<file path="src/rtl/fib_step_sequencer_if.sv">
// Command, engine and response signals of fib_step_sequencer.
// slave: sequencer side; master: requester/engine/consumer side.
interface fib_step_sequencer_if;
    localparam int unsigned DATA_W = 8;

    logic              req0_valid;
    logic              req1_valid;
    logic              req0_ready;
    logic              req1_ready;
    logic [DATA_W-1:0] req0_count;
    logic [DATA_W-1:0] req1_count;
    logic              req0_clr;
    logic              req1_clr;
    logic              eng_step;
    logic              eng_clr;
    logic [DATA_W-1:0] eng_out;
    logic              resp_valid;
    logic              resp_ready;
    logic [DATA_W-1:0] resp_data;
    logic              resp_id;
    logic              resp_ovf;

    modport slave (
        input  req0_valid, req1_valid, req0_count, req1_count, req0_clr, req1_clr,
        input  eng_out, resp_ready,
        output req0_ready, req1_ready, eng_step, eng_clr,
        output resp_valid, resp_data, resp_id, resp_ovf
    );

    modport master (
        output req0_valid, req1_valid, req0_count, req1_count, req0_clr, req1_clr,
        output eng_out, resp_ready,
        input  req0_ready, req1_ready, eng_step, eng_clr,
        input  resp_valid, resp_data, resp_id, resp_ovf
    );
endinterface

</file>
<file path="src/rtl/fib_step_sequencer.sv">
// Two-requester sequencer driving a shared step engine and returning one captured result per command.
// Optional wrap detection on resp_ovf is enabled by defining FIBSEQ_OVF_DETECT_EN.
module fib_step_sequencer (
    input  logic                 clk,
    input  logic                 rst,
    fib_step_sequencer_if.slave  bus
);
    localparam int unsigned CNT_W  = 8;
    localparam int unsigned DATA_W = 8;

    typedef enum logic [2:0] {
        IDLE = 3'd0,
        CLR  = 3'd1,
        RUN  = 3'd2,
        CAPT = 3'd3,
        RESP = 3'd4
    } state_e;

    state_e             state_q, state_d;
    logic               ptr_q, ptr_d;
    logic [CNT_W-1:0]   cnt_q, cnt_d;
    logic               id_q, id_d;
    logic [DATA_W-1:0]  data_q, data_d;
    logic               step_q, step_d;
    logic               eclr_q, eclr_d;
    logic               rvalid_q, rvalid_d;

    logic               grant_c;
    logic               accept_c;
    logic [CNT_W-1:0]   sel_count_c;
    logic               sel_clr_c;

    // Round-robin pick between simultaneous requesters; ready only while idle.
    always_comb begin
        grant_c = 1'b0;
        if (bus.req0_valid && bus.req1_valid) begin
            grant_c = ptr_q;
        end else if (bus.req1_valid) begin
            grant_c = 1'b1;
        end
        accept_c    = (state_q == IDLE) && !rst && (bus.req0_valid || bus.req1_valid);
        sel_count_c = grant_c ? bus.req1_count : bus.req0_count;
        sel_clr_c   = grant_c ? bus.req1_clr   : bus.req0_clr;
    end

    assign bus.req0_ready = accept_c && !grant_c;
    assign bus.req1_ready = accept_c &&  grant_c;

    always_comb begin
        state_d = state_q;
        ptr_d   = ptr_q;
        cnt_d   = cnt_q;
        id_d    = id_q;
        data_d  = data_q;
        case (state_q)
            IDLE: begin
                if (accept_c) begin
                    ptr_d = !grant_c;
                    cnt_d = sel_count_c;
                    id_d  = grant_c;
                    if (sel_clr_c) begin
                        state_d = CLR;
                    end else if (sel_count_c != CNT_W'(0)) begin
                        state_d = RUN;
                    end else begin
                        state_d = CAPT;
                    end
                end
            end
            CLR: begin
                state_d = (cnt_q != CNT_W'(0)) ? RUN : CAPT;
            end
            RUN: begin
                cnt_d = cnt_q - CNT_W'(1);
                if (cnt_q <= CNT_W'(1)) begin
                    state_d = CAPT;
                end
            end
            CAPT: begin
                data_d  = bus.eng_out;
                state_d = RESP;
            end
            RESP: begin
                if (bus.resp_ready) begin
                    state_d = IDLE;
                end
            end
            default: begin
                state_d = IDLE;
            end
        endcase
        // Outputs are registered copies of the state being entered.
        step_d   = (state_d == RUN);
        eclr_d   = (state_d == CLR);
        rvalid_d = (state_d == RESP);
    end

    always_ff @(posedge clk or posedge rst) begin
        if (rst) begin
            state_q  <= IDLE;
            ptr_q    <= 1'b0;
            cnt_q    <= '0;
            id_q     <= 1'b0;
            data_q   <= '0;
            step_q   <= 1'b0;
            eclr_q   <= 1'b0;
            rvalid_q <= 1'b0;
        end else begin
            state_q  <= state_d;
            ptr_q    <= ptr_d;
            cnt_q    <= cnt_d;
            id_q     <= id_d;
            data_q   <= data_d;
            step_q   <= step_d;
            eclr_q   <= eclr_d;
            rvalid_q <= rvalid_d;
        end
    end

    assign bus.eng_step   = step_q;
    assign bus.eng_clr    = eclr_q;
    assign bus.resp_valid = rvalid_q;
    assign bus.resp_data  = data_q;
    assign bus.resp_id    = id_q;

`ifdef FIBSEQ_OVF_DETECT_EN
    logic [DATA_W-1:0]  prev_q, prev_d;
    logic               seed_q, seed_d;
    logic               ovf_q, ovf_d;
    logic               wrap_c;

    // First RUN/CAPT sample seeds the history; later samples flag any decrease.
    always_comb begin
        prev_d = prev_q;
        seed_d = seed_q;
        wrap_c = 1'b0;
        if (accept_c) begin
            seed_d = 1'b0;
        end else if ((state_q == RUN) || (state_q == CAPT)) begin
            wrap_c = seed_q && (bus.eng_out < prev_q);
            prev_d = bus.eng_out;
            seed_d = 1'b1;
        end
        ovf_d = accept_c ? 1'b0 : (ovf_q || wrap_c);
    end

    always_ff @(posedge clk or posedge rst) begin
        if (rst) begin
            prev_q <= '0;
            seed_q <= 1'b0;
            ovf_q  <= 1'b0;
        end else begin
            prev_q <= prev_d;
            seed_q <= seed_d;
            ovf_q  <= ovf_d;
        end
    end

    assign bus.resp_ovf = ovf_q;
`else
    assign bus.resp_ovf = 1'b0;
`endif

endmodule

</file>
<file path="src/flat_wrapper.sv">
// flat-port wrapper written by rule: the top's interface ports become plain ports
module fib_step_sequencer_flat 
  (clk, rst, bus_req0_valid, bus_req1_valid, bus_req0_count, bus_req1_count, bus_req0_clr, bus_req1_clr, bus_eng_out, bus_resp_ready, bus_req0_ready, bus_req1_ready, bus_eng_step, bus_eng_clr, bus_resp_valid, bus_resp_data, bus_resp_id, bus_resp_ovf);
  fib_step_sequencer_if bus_i ();
  input  logic clk;
  input  logic rst;
  input wire logic [$bits(bus_i.req0_valid)-1:0] bus_req0_valid;
  input wire logic [$bits(bus_i.req1_valid)-1:0] bus_req1_valid;
  input wire logic [$bits(bus_i.req0_count)-1:0] bus_req0_count;
  input wire logic [$bits(bus_i.req1_count)-1:0] bus_req1_count;
  input wire logic [$bits(bus_i.req0_clr)-1:0] bus_req0_clr;
  input wire logic [$bits(bus_i.req1_clr)-1:0] bus_req1_clr;
  input wire logic [$bits(bus_i.eng_out)-1:0] bus_eng_out;
  input wire logic [$bits(bus_i.resp_ready)-1:0] bus_resp_ready;
  output wire logic [$bits(bus_i.req0_ready)-1:0] bus_req0_ready;
  output wire logic [$bits(bus_i.req1_ready)-1:0] bus_req1_ready;
  output wire logic [$bits(bus_i.eng_step)-1:0] bus_eng_step;
  output wire logic [$bits(bus_i.eng_clr)-1:0] bus_eng_clr;
  output wire logic [$bits(bus_i.resp_valid)-1:0] bus_resp_valid;
  output wire logic [$bits(bus_i.resp_data)-1:0] bus_resp_data;
  output wire logic [$bits(bus_i.resp_id)-1:0] bus_resp_id;
  output wire logic [$bits(bus_i.resp_ovf)-1:0] bus_resp_ovf;
  assign bus_i.req0_valid = bus_req0_valid;
  assign bus_i.req1_valid = bus_req1_valid;
  assign bus_i.req0_count = bus_req0_count;
  assign bus_i.req1_count = bus_req1_count;
  assign bus_i.req0_clr = bus_req0_clr;
  assign bus_i.req1_clr = bus_req1_clr;
  assign bus_i.eng_out = bus_eng_out;
  assign bus_i.resp_ready = bus_resp_ready;
  assign bus_req0_ready = bus_i.req0_ready;
  assign bus_req1_ready = bus_i.req1_ready;
  assign bus_eng_step = bus_i.eng_step;
  assign bus_eng_clr = bus_i.eng_clr;
  assign bus_resp_valid = bus_i.resp_valid;
  assign bus_resp_data = bus_i.resp_data;
  assign bus_resp_id = bus_i.resp_id;
  assign bus_resp_ovf = bus_i.resp_ovf;
  fib_step_sequencer u_core (.clk(clk), .rst(rst), .bus(bus_i));
endmodule
</file>
<file path="config.mk">
export PLATFORM = sky130hd
export DESIGN_NAME = fib_step_sequencer_flat
export DESIGN_NICKNAME = d
export VERILOG_FILES = /design/src/rtl/fib_step_sequencer_if.sv /design/src/rtl/fib_step_sequencer.sv /design/src/flat_wrapper.sv
export SDC_FILE = /design/constraint.sdc
export NUM_CORES = 1
export LEC_CHECK = 0
export CORE_UTILIZATION = 44
export DETAILED_ROUTE_END_ITERATION = 6
export GPL_ROUTABILITY_DRIVEN = 0
export GPL_TIMING_DRIVEN = 0
export PLACE_DENSITY_LB_ADDON = 0.15
export SYNTH_ARGS = -nofsm -noshare
export SYNTH_HDL_FRONTEND = slang
export SYNTH_SLANG_ARGS = --single-unit
export TNS_END_PERCENT = 1
</file>
<file path="constraint.sdc">
create_clock -name clk -period 2 [get_ports clk]
set_input_delay 0.4 -clock clk [delete_from_list [all_inputs] [get_ports clk]]
set_output_delay 0.4 -clock clk [all_outputs]
set_load 0.02 [all_outputs]
</file>
# After elaboration in Yosys (flattened, before gate mapping)
# Cells that the tools add are included.
[classes]
n_eq_ne = 8
addsub = 1
mux = 13
order_cmp = 1
n_reduce_logical = 14
[op_table]
columns = ["cell", "count"]
rows = [
  ["$mux 8", 2],
  ["$pmux 8 s2", 1],
  ["$reduce_bool 8->1", 2],
  ["$pmux 3 s5", 1],
  ["$mux 3", 4],
  ["$eq 3x2->1 const B", 3],
  ["$le 8x1->1 const B", 1],
  ["$sub 8x1->8 const B", 1],
  ["$eq 3x1->1 const B", 2],
  ["$eq 3x3->1 const B", 2],
  ["$logic_and 1x1->1", 5],
  ["$mux 1", 5],
  ["$reduce_and 2->1", 2],
  ["$logic_not 3->1", 1],
  ["$logic_not 1->1", 2],
  ["$ne 2x1->1 const B", 1],
  ["$reduce_bool 2->1", 1],
  ["$logic_or 1x1->1", 1],
]
[word_totals]
out_inout_bits = 15
inputBits = 31
elab_cells = 45
regBits = 24

# Longest topological paths before layout
# Gate-level depths: netlist of the first run.
[depth]
depth_word = 9
mapped_depth = 6
mapped_depth_nobuf = 6

# Least setup slack after synthesis of the first run
# Ideal clock, no wire load.
[synth_timing]
kind = "flip-flop to flip-flop"
start = "register u_core.state_q[2]"
end = "register u_core.step_q, in the netlist u_core.bus.eng_step"
required_ns = 1.880
stages_incl_launch_ff = 6
setup_ns = 0.120
path_slack_ns = 0.112
arrival_ns = 1.768
cell_sequence = "dfrtp_1 > or4_1 > buf_2 > nor3_2 > a31oi_1 > and3_1"
[synth_via]
elab_chain_len = 6
[synth_rtl]
columns = ["element", "line_no", "rtl"]
rows = [
  ["start, declared", "fib_step_sequencer.sv:19", "state_e state_q, state_d;"],
  ["start signal, assigned", "fib_step_sequencer.sv:109", "state_q <= state_d;"],
  ["$logic_not 3->1", "fib_step_sequencer.sv:41, fib_step_sequencer.sv:55", ""],
  ["$logic_and 1x1->1 (2 in series)", "fib_step_sequencer.sv:41", "accept_c = (state_q == IDLE) && !rst && (bus.req0_valid || bus.req1_valid);"],
  ["$mux 3", "fib_step_sequencer.sv:57", "if (accept_c) begin"],
  ["$pmux 3 s5 (*)", "fib_step_sequencer.sv:55", "case (state_q)"],
  ["$eq 3x2->1 (*)", "fib_step_sequencer.sv:93", "step_d = (state_d == RUN);"],
  ["net u_core.step_d", "fib_step_sequencer.sv:24", "logic step_q, step_d;"],
  ["end signal, assigned", "fib_step_sequencer.sv:114", "step_q <= step_d;"],
  ["end, declared", "fib_step_sequencer.sv:24", ""],
]
# The timed path passes the listed nets; every way through them passes the cells marked *.
# A chain may end at the register's enable or synchronous reset.

# Worst setup path after layout of the first run
[layout_timing]
start = "register u_core.state_q[0]"
end = "output port bus_req1_ready"
[layout_via]
elab_chain_len = 4
[layout_rtl]
columns = ["element", "line_no", "rtl"]
rows = [
  ["$logic_not 3->1", "fib_step_sequencer.sv:41", ""],
  ["$logic_and 1x1->1 (2 in series)", "fib_step_sequencer.sv:41", ""],
  ["$logic_and 1x1->1", "fib_step_sequencer.sv:47", "assign bus.req1_ready = accept_c && grant_c;"],
  ["end, declared", "flat_wrapper.sv:16", "output wire logic [$bits(bus_i.req1_ready)-1:0] bus_req1_ready;"],
]
# No other way between the ends.

==> results.ini, run 1 <==
[clock_tree]
clk_pin_slew_worst_paths_ps=140
cts_tree=yes
cts_buffers=3
cts_sinks=24
postCtsHoldBufs=0
htreeDepth=1
worst_skew_pair.late_latency_ps=320
cts_root_buf=clkbuf_4
cts_max_path_buffers=2

[logic_synthesis]
syn-cell-area_um2=1315
syn_nets=161
ys_top_cells_by_area=dfrtp_1, mux2_2, mux2i_1, nor2_1, nand2_1
ys_seq_area_share_pct=45.67
synth-main-ff-cell=dfrtp_1
yosysTopAreaCell=dfrtp_1
synthCells=128
synth_edf_count=0
ys_ff_latch=24
synth_area_per_cell_um2=10.27
yosys_warnings=0
yosysTopAreaCellShare_pct=45.67
synth_cell_types=46
async_flop_share_pct=100.0

[sta]
finalCritPeriodShare_pct=102.6
fin_ws_ps=-52.28
grt_setup_unrepaired=yes
fin_skew_ps=3.688
drv_slew=0
hold_viol=0
max_slew.worst_pin.slew_ps=904.0
max_freq_ghz=0.4873
fin_tns_setup_ps=-58.91
timing.final.crit_period_ps=2052
relSlewSlack_pct=39.67
setup_violations=2

[global_route]
antenna_found_initial=0
overflow=0
grtUsageTotal_pct=22.24
grt_max_degree=25
grt_pass1_wl_um=5451
grt_pass1_vias=1248

[critical_path]
critPathArrivalTime_ps=1650
path_cells=or4_4 > nor3_4 > buf_6
crit_type=reg2out
reg2reg_to=u_core.cnt_q[7]
critical-path-slowest-cell=or4_4
crit_path_end=bus_req1_ready
critical-path-max-stage-delay_ps=580
startpoint_type=flop
rrSetupSlack_ps=100
cp_max_fo=3
end_kind=primary output
rr_startpoint=u_core.state_q[2]
ff2ff_path_depth=6
worstPathRequired_ps=1600
critPathLaunch=u_core.state_q[0]

[power_and_ir_drop]
pwr-share-clk_pct=11.6
netSwitchingFraction_pct=38.92
power.density_nw_per_um2=1247
combPwrFrac_pct=53.5
power_leakage_nw=0.8122
p_total_w=0.002355
peakVddDrop_uv=826.1
power.share.sequential_pct=34.9
p_sw_w=0.0009167
internal_power_w=0.001439

[routing]
vias_per_cell=5.698
route.antenna.remaining_nets=0
drt-total-wl_um=3223
num_vias=1208
drt_iter0_markers=48
wl_per_cell_um=15.20
first_pass_iters=6
route.detailed.drc=2

[place]
dp_hpwl_um=2404
place_inst=203
port-buffer-count=44

[layout]
post_route_cells_drive_above_1_share_pct=20.44
layout_commonest_cell=clkdlybuf4s50_1
final_nets=215
utilization_pct=67.35
instances_no_fill=212
final_cell_mix=clkdlybuf4s50_1, dfrtp_1, nor2_1
antenna_cells=0
area_growth_pct=43.67

[floorplanning]
io_pins=46
die_w_um=56.67
die_h_um=56.67
start_util_pct=46.88
die_area_um2=3211
rows=19
core-area_um2=2805

[flow_run]
cap_violations=0

[status]
violations=DRC, setup timing
outcome=finished, violations left

[worst_hold_path]
hold_class=reg2reg

per-stage QoR:
step / area [µm²] / worst slack, ps / hold WS [ps]
2_1_floorplan: 1315 / 112.2 / 414.6
3_3_place_gp: 1794 / -713.8 / 464.8
3_5_place_dp: 1794 / -721.6 / 464.8
4_1_cts: 1887 / -188.0 / 495.6
5_1_grt: 1889 / -114.4 / 524.1
6_report: 1889 / -52.28 / 494.5
worst max-delay path, delay by kind of cell (launching register included):
family	cells	cell delay (ps)
buffers and inverters	1	150
flip-flops	1	430
AND/OR/NAND/NOR	2	760
kinds of logic after synthesis:
family                     after synthesis  share of synthesized area, %
buffers and inverters                    9                         3.520
muxes                                   16                         13.04
adders and majority gates                2                         1.903
and+or+nand+nor                         48                         19.41
other                                    1                        0.2852
AOI/OAI and AO/OA                       28                         16.18
DFF                                     24                         45.67
power groups by stage:
stage	clock (W)	sequential (W)	combinational [W]
2_1_floorplan	0	0.000957	0.000632
3_3_place_gp	0	0.000836	0.00116
3_5_place_dp	0	0.000850	0.00118
4_1_cts	0.000273	0.000820	0.00126
5_1_grt	0.000292	0.000852	0.00138
6_report	0.000272	0.000823	0.00126
repair_timing:
| action | 4_1_cts | 5_1_grt |
|---|---|---|
| gates resized for setup | 18 | 3 |
| setup buffers | 5 | 1 |
| setup endpoints to repair | 2 | 3 |
| pin swaps | 2 | 1 |
worst min-delay path by stage:
stage | from | endpoint | slack (ps) | cells past startpoint
2_1_floorplan | rst | u_core.bus.eng_clr | 410 | 1
3_5_place_dp | u_core.bus.resp_id | u_core.bus.resp_id | 460 | 1
3_3_place_gp | u_core.bus.resp_id | u_core.bus.resp_id | 460 | 1
5_1_grt | u_core.cnt_q[3] | u_core.cnt_q[3] | 520 | 1
4_1_cts | u_core.bus.resp_id | u_core.bus.resp_id | 500 | 1
6_report | u_core.bus.resp_id | u_core.bus.resp_id | 490 | 1
registers in the layout, indices dropped and copies added, names as in the netlist:
register,count
u_core.cnt_q,8
u_core.state_q,3
u_core.bus.resp_data,8
u_core.bus.eng_clr,1
u_core.bus.eng_step,1
u_core.ptr_q,1
u_core.bus.resp_valid,1
u_core.bus.resp_id,1
cell usage after synthesis (2+ instances only):
library cell / number
o21ai_0: 4
inv_1: 4
nor2_1: 14
a21o_1: 2
mux2i_1: 7
clkbuf_1: 2
o32ai_1: 2
or4_1: 4
o211ai_1: 2
nand3b_1: 2
nand2b_1: 2
dfrtp_1: 24
nor4_1: 4
a21oi_1: 3
mux2_2: 9
nand2_1: 9
nand3_1: 3
o221ai_1: 2
ha_1: 2
final cells by class:
class / count / area, µm²
fill: 243 / 915.9
multi-input combinational: 95 / 683.2
sequential: 24 / 604.3
timing repair buffer: 50 / 484.2
tap: 31 / 38.79
clock buffer: 4 / 36.28
buffer: 4 / 27.53
inverter: 4 / 15.01
layer usage:
| layer | vias up | share of wire, % | GRT usage [%] | wire length, µm |
|---|---|---|---|---|
| li1 | 582 | - | - | - |
| met1 | 576 | 45 | 28.93 | 1441 |
| met2 | 41 | 48 | 36.22 | 1540 |
| met3 | 9 | 5.0 | 2.995 | 162 |
| met4 | 0 | 2.5 | 11.07 | 79 |
| met5 | - | 0 | 0 | 0 |
No activity file was read; power rests on OpenSTA's default activity.
==> inputs of run 2 (changes only) <==
--- a/config.mk
+++ b/config.mk
@@ -6,11 +6,13 @@
 export NUM_CORES = 1
 export LEC_CHECK = 0
 export CORE_UTILIZATION = 44
+export CTS_CLUSTER_SIZE = 24
 export DETAILED_ROUTE_END_ITERATION = 6
 export GPL_ROUTABILITY_DRIVEN = 0
 export GPL_TIMING_DRIVEN = 0
 export PLACE_DENSITY_LB_ADDON = 0.15
+export RECOVER_POWER = 50
 export SYNTH_ARGS = -nofsm -noshare
 export SYNTH_HDL_FRONTEND = slang
 export SYNTH_SLANG_ARGS = --single-unit
-export TNS_END_PERCENT = 1
+export TNS_END_PERCENT = 100
==> results.ini, run 2 (synthesized netlist as in run 1, its figures left out) <==
[floorplanning]
rows=19
start_util_pct=46.88
io_pins=46
die_w_um=56.67
core-area_um2=2805
die_area_um2=3211
die_h_um=56.67

[clock_tree]
cts_buffers=3
cts_max_path_buffers=2
cts_sinks=24
worst_skew_pair.late_latency_ps=320
cts_root_buf=clkbuf_4
cts_tree=yes
clk_pin_slew_worst_paths_ps=140
htreeDepth=1

[routing]
vias_per_cell=5.645
drt-total-wl_um=3218
num_vias=1191
first_pass_iters=6
route.detailed.drc=2
drt_iter0_markers=50
wl_per_cell_um=15.25
route.antenna.remaining_nets=0

[global_route]
overflow=0
antenna_found_initial=0
grtUsageTotal_pct=22.24
grt_pass1_vias=1249
grt_max_degree=25
grt_pass1_wl_um=5451

[place]
place_inst=203
dp_hpwl_um=2404
port-buffer-count=44

[layout]
nFillCells=244
final_cell_mix=clkdlybuf4s50_1, dfrtp_1, nor2_1
antenna_cells=0
instances_no_fill=211
layout_commonest_cell=clkdlybuf4s50_1
utilization_pct=67.04
post_route_cells_drive_above_1_share_pct=19.44
area_growth_pct=43.01
final_nets=214

[worst_hold_path]
hold_class=reg2reg

[critical_path]
reg2reg_to=u_core.cnt_q[7]
crit_type=reg2out
cp_max_fo=3
rr_startpoint=u_core.state_q[1]
critical-path-slowest-cell=or4_4
critical-path-max-stage-delay_ps=580
crit_path_end=bus_req1_ready
path_cells=or4_4 > nor3_4 > buf_6
critPathLaunch=u_core.state_q[0]
end_kind=primary output
ff2ff_path_depth=5
rrSetupSlack_ps=110
worstPathRequired_ps=1600
critPathArrivalTime_ps=1650
startpoint_type=flop

[sta]
max_slew.worst_pin.slew_ps=903.5
drv_slew=0
hold_viol=0
fin_ws_ps=-50.41
fin_tns_setup_ps=-56.76
setup_violations=2
grt_setup_unrepaired=yes
fin_skew_ps=6.461
relSlewSlack_pct=39.70
finalCritPeriodShare_pct=102.5
max_freq_ghz=0.4877
timing.final.crit_period_ps=2050

[status]
outcome=finished, violations left
violations=DRC, setup timing

[power_and_ir_drop]
power.density_nw_per_um2=1241
peakVddDrop_uv=825.5
power_leakage_nw=0.8048

[flow_run]
cap_violations=0

-- run 2: cell count changes in the layout (fill, tap and decap cells not counted), sizes merged --
cell / before / now
buf: 10 / 9
dlygate4sd3: 0 / 1
clkdlybuf4s50: 42 / 41
-- run 2: layout make-up --
class	count	area, µm²	area share, %
buffer	3	22.52	1.198
clock buffer	4	36.28	1.929
inverter	4	15.01	0.7984
multi-input combinational	95	683.2	36.33
sequential	24	604.3	32.14
tap	31	38.79	2.063
timing repair buffer	50	480.5	25.55
-- run 2: critical path, delay by kind of cell (launching register included) --
| kind | cells | cell delay [ps] |
|---|---|---|
| buffers and inverters | 1 | 140 |
| DFF | 1 | 430 |
| and+or+nand+nor | 2 | 750 |
-- run 2: timing repair --
action	in CTS	in global routing
hold buffers	0	0
buffers inserted	5	1
endpoints found under the setup margin	2	3
pin swaps	2	1
cloned	0	0
gates resized for setup	18	1
-- run 2: per-layer routing --
| layer | wire length, µm | share of wire (%) | GRT usage, % |
|---|---|---|---|
| met5 | 0 | 0 | 0 |
| met4 | 80 | 2.5 | 11.07 |
| met3 | 150 | 4.7 | 2.995 |
| met2 | 1542 | 48 | 36.22 |
| met1 | 1444 | 45 | 28.93 |
-- run 2: per-stage QoR --
| step | area [µm²] | setup slack (ps) | power (W) | hold slack, ps |
|---|---|---|---|---|
| global placement | 1794 | -713.8 | 0.001992 | 464.8 |
| finish | 1881 | -50.41 | 0.002333 | 494.5 |
| floorplan | 1315 | 112.2 | 0.001590 | 414.6 |
| global route | 1881 | -114.4 | 0.002503 | 524.1 |
| detailed placement | 1794 | -721.6 | 0.002035 | 464.8 |
| CTS | 1887 | -188.0 | 0.002355 | 495.6 |
-- run 2: power breakdown --
part	switching [W]	total, W	leakage, nW	internal, W
clock network	0.000159	0.000270	0.0210	0.000111
registers	0.000127	0.000822	0.284	0.000695
logic	0.000623	0.00124	0.500	0.000618
-- run 2: worst min-delay path by stage --
stage | start | endpoint | slack [ps] | depth (start not counted)
after floorplan | rst | u_core.bus.eng_clr | 410 | 1
after global placement | u_core.bus.resp_id | u_core.bus.resp_id | 460 | 1
after CTS | u_core.bus.resp_id | u_core.bus.resp_id | 500 | 1
final | u_core.bus.resp_id | u_core.bus.resp_id | 490 | 1
after global routing | u_core.cnt_q[3] | u_core.cnt_q[3] | 520 | 1
after detailed placement | u_core.bus.resp_id | u_core.bus.resp_id | 460 | 1
==> inputs of run 3 (changes only) <==
==> constraint.sdc (replaced) <==
create_clock -name clk -period 2 [get_ports clk]
set_input_delay 0.4 -clock clk [delete_from_list [all_inputs] [get_ports clk]]
set_output_delay 0.4 -clock clk [all_outputs]
set_load 0.05 [all_outputs]
==> results.ini, run 3 (synthesized netlist as in run 1, its figures left out) <==
[floorplanning]
io_pins=46
die_area_um2=3211
die_h_um=56.67
start_util_pct=46.88
rows=19
die_w_um=56.67
core-area_um2=2805

[layout]
final_nets=215
nFillCells=228
layout_commonest_cell=clkdlybuf4s50_1
seqCellArea_um2=603.1
utilization_pct=68.20
antenna_cells=0
area_growth_pct=45.48
multi_input_area_um2=685.7
post_route_cells_drive_above_1_share_pct=19.34
final_cell_mix=clkdlybuf4s50_1, dfrtp_1, nor2_1

[clock_tree]
clk_pin_slew_worst_paths_ps=140
worst_skew_pair.late_latency_ps=320
cts_sinks=24
cts_tree=yes
cts_buffers=3
htreeDepth=1
cts_max_path_buffers=2
cts_root_buf=clkbuf_4

[place]
port-buffer-count=44
dp_worst_setup_slack_ps=-893.2
dp_hpwl_um=2511

[status]
violations=DRC, setup timing
outcome=finished, violations left

[global_route]
grt_pass1_wl_um=5451
grt_busiest_layer=met2
gr-usage-met2_pct=35.71
overflow=0
grt_max_degree=25
grt_pass1_vias=1172
met3_usage_pct=3.917
grtUsageMet1_pct=31.09
grtUsageTotal_pct=22.55
antenna_found_initial=0

[routing]
num_vias=1223
wl_per_cell_um=16.38
route.antenna.remaining_nets=0
vias_per_cell=5.769
drt-total-wl_um=3473
route.detailed.drc=2
drt_iter0_markers=62
first_pass_iters=6

[sta]
finalCritPeriodShare_pct=105.1
timing.final.crit_period_ps=2103
grt_setup_unrepaired=yes
max_slew.worst_pin.slew_ps=905.9
fin_skew_ps=2.892
setup_violations=2
fin_ws_ps=-102.7
relSlewSlack_pct=39.54
hold_viol=0
max_freq_ghz=0.4756
drv_slew=0

[power_and_ir_drop]
p_total_w=0.002720
power.density_nw_per_um2=1422
peakVddDrop_uv=799.7
power_leakage_nw=0.8191

[critical_path]
cp_max_fo=4
critPathArrivalTime_ps=1700
worstPathRequired_ps=1600
end_kind=primary output
crit_type=in2out
startpoint_type=input port

[worst_hold_path]
hold_class=reg2reg

[flow_run]
cap_violations=0

## run 3: cell count changes in the layout (fill, tap and decap cells not counted)
cell       change
buf_4          -1
buf_6          +2
bufinv_16      +1
clkbuf_8       -1
dfrtp_1        +1
dfrtp_2        -1
nor2_1         -1
nor2_4         +1
nor3_1         +1
nor3_2         -1
## run 3: power breakdown
part / switching [W] / internal (W)
registers: 0.000137 / 0.000694
logic: 0.000897 / 0.000630
clock network: 0.000160 / 0.000203
total: 0.00119 / 0.00153
## run 3: per-stage QoR
step                      hold slack (ps)  setup TNS, ps  area [µm²]  std cells
after global routing                532.5         -314.2        1913        212
final                               514.3         -204.9        1913        212
after detailed placement            475.6          -2686        1803        203
after CTS                           519.6         -420.4        1921        213
after floorplan                     414.6         -15.11        1324        128
after global placement              465.6          -2473        1803        203
## run 3: metal layers
metal	vias to the layer above	part of all wire [%]
met5	-	0
met4	0	2.2
met3	10	8.3
met2	66	47
met1	567	42
li1	580	-
## run 3: final cells by class
type | count | area share (%)
Inverter | 4 | 0.7848
Tap cell | 31 | 2.027
Clock inverter | 1 | 1.570
Buffer | 3 | 1.177
Timing Repair Buffer | 51 | 25.90
Multi-Input combinational cell | 95 | 35.84
Clock buffer | 3 | 1.177
Sequential cell | 24 | 31.52
## run 3: final timing paths
| path | slack, ps | depth (start not counted) | endpoint | from |
|---|---|---|---|---|
| setup reg to reg | 110 | 5 | u_core.cnt_q[7] | u_core.state_q[0] |
| max in group asynchronous | 780 | 2 | u_core.state_q[0] | rst |
| min in group asynchronous | 620 | 2 | u_core.cnt_q[4] | rst |
| setup / recovery | -100 | 5 | bus_req0_ready | rst |
| hold reg to reg | 510 | 1 | u_core.bus.resp_id | u_core.bus.resp_id |
| hold / removal | 510 | 1 | u_core.bus.resp_id | u_core.bus.resp_id |
## run 3: critical path: stages
cell	delay [ps]
clkdlybuf4s50_1	440
or4_4	480
buf_6	150
nor2_4	70
buf_6	160
## run 3: timing repair
item,in CTS,in global routing
endpoints found under the setup margin,2,4
hold buffers,0,0
pin swaps,2,1
gates resized for setup,20,1
setup buffers,6,1
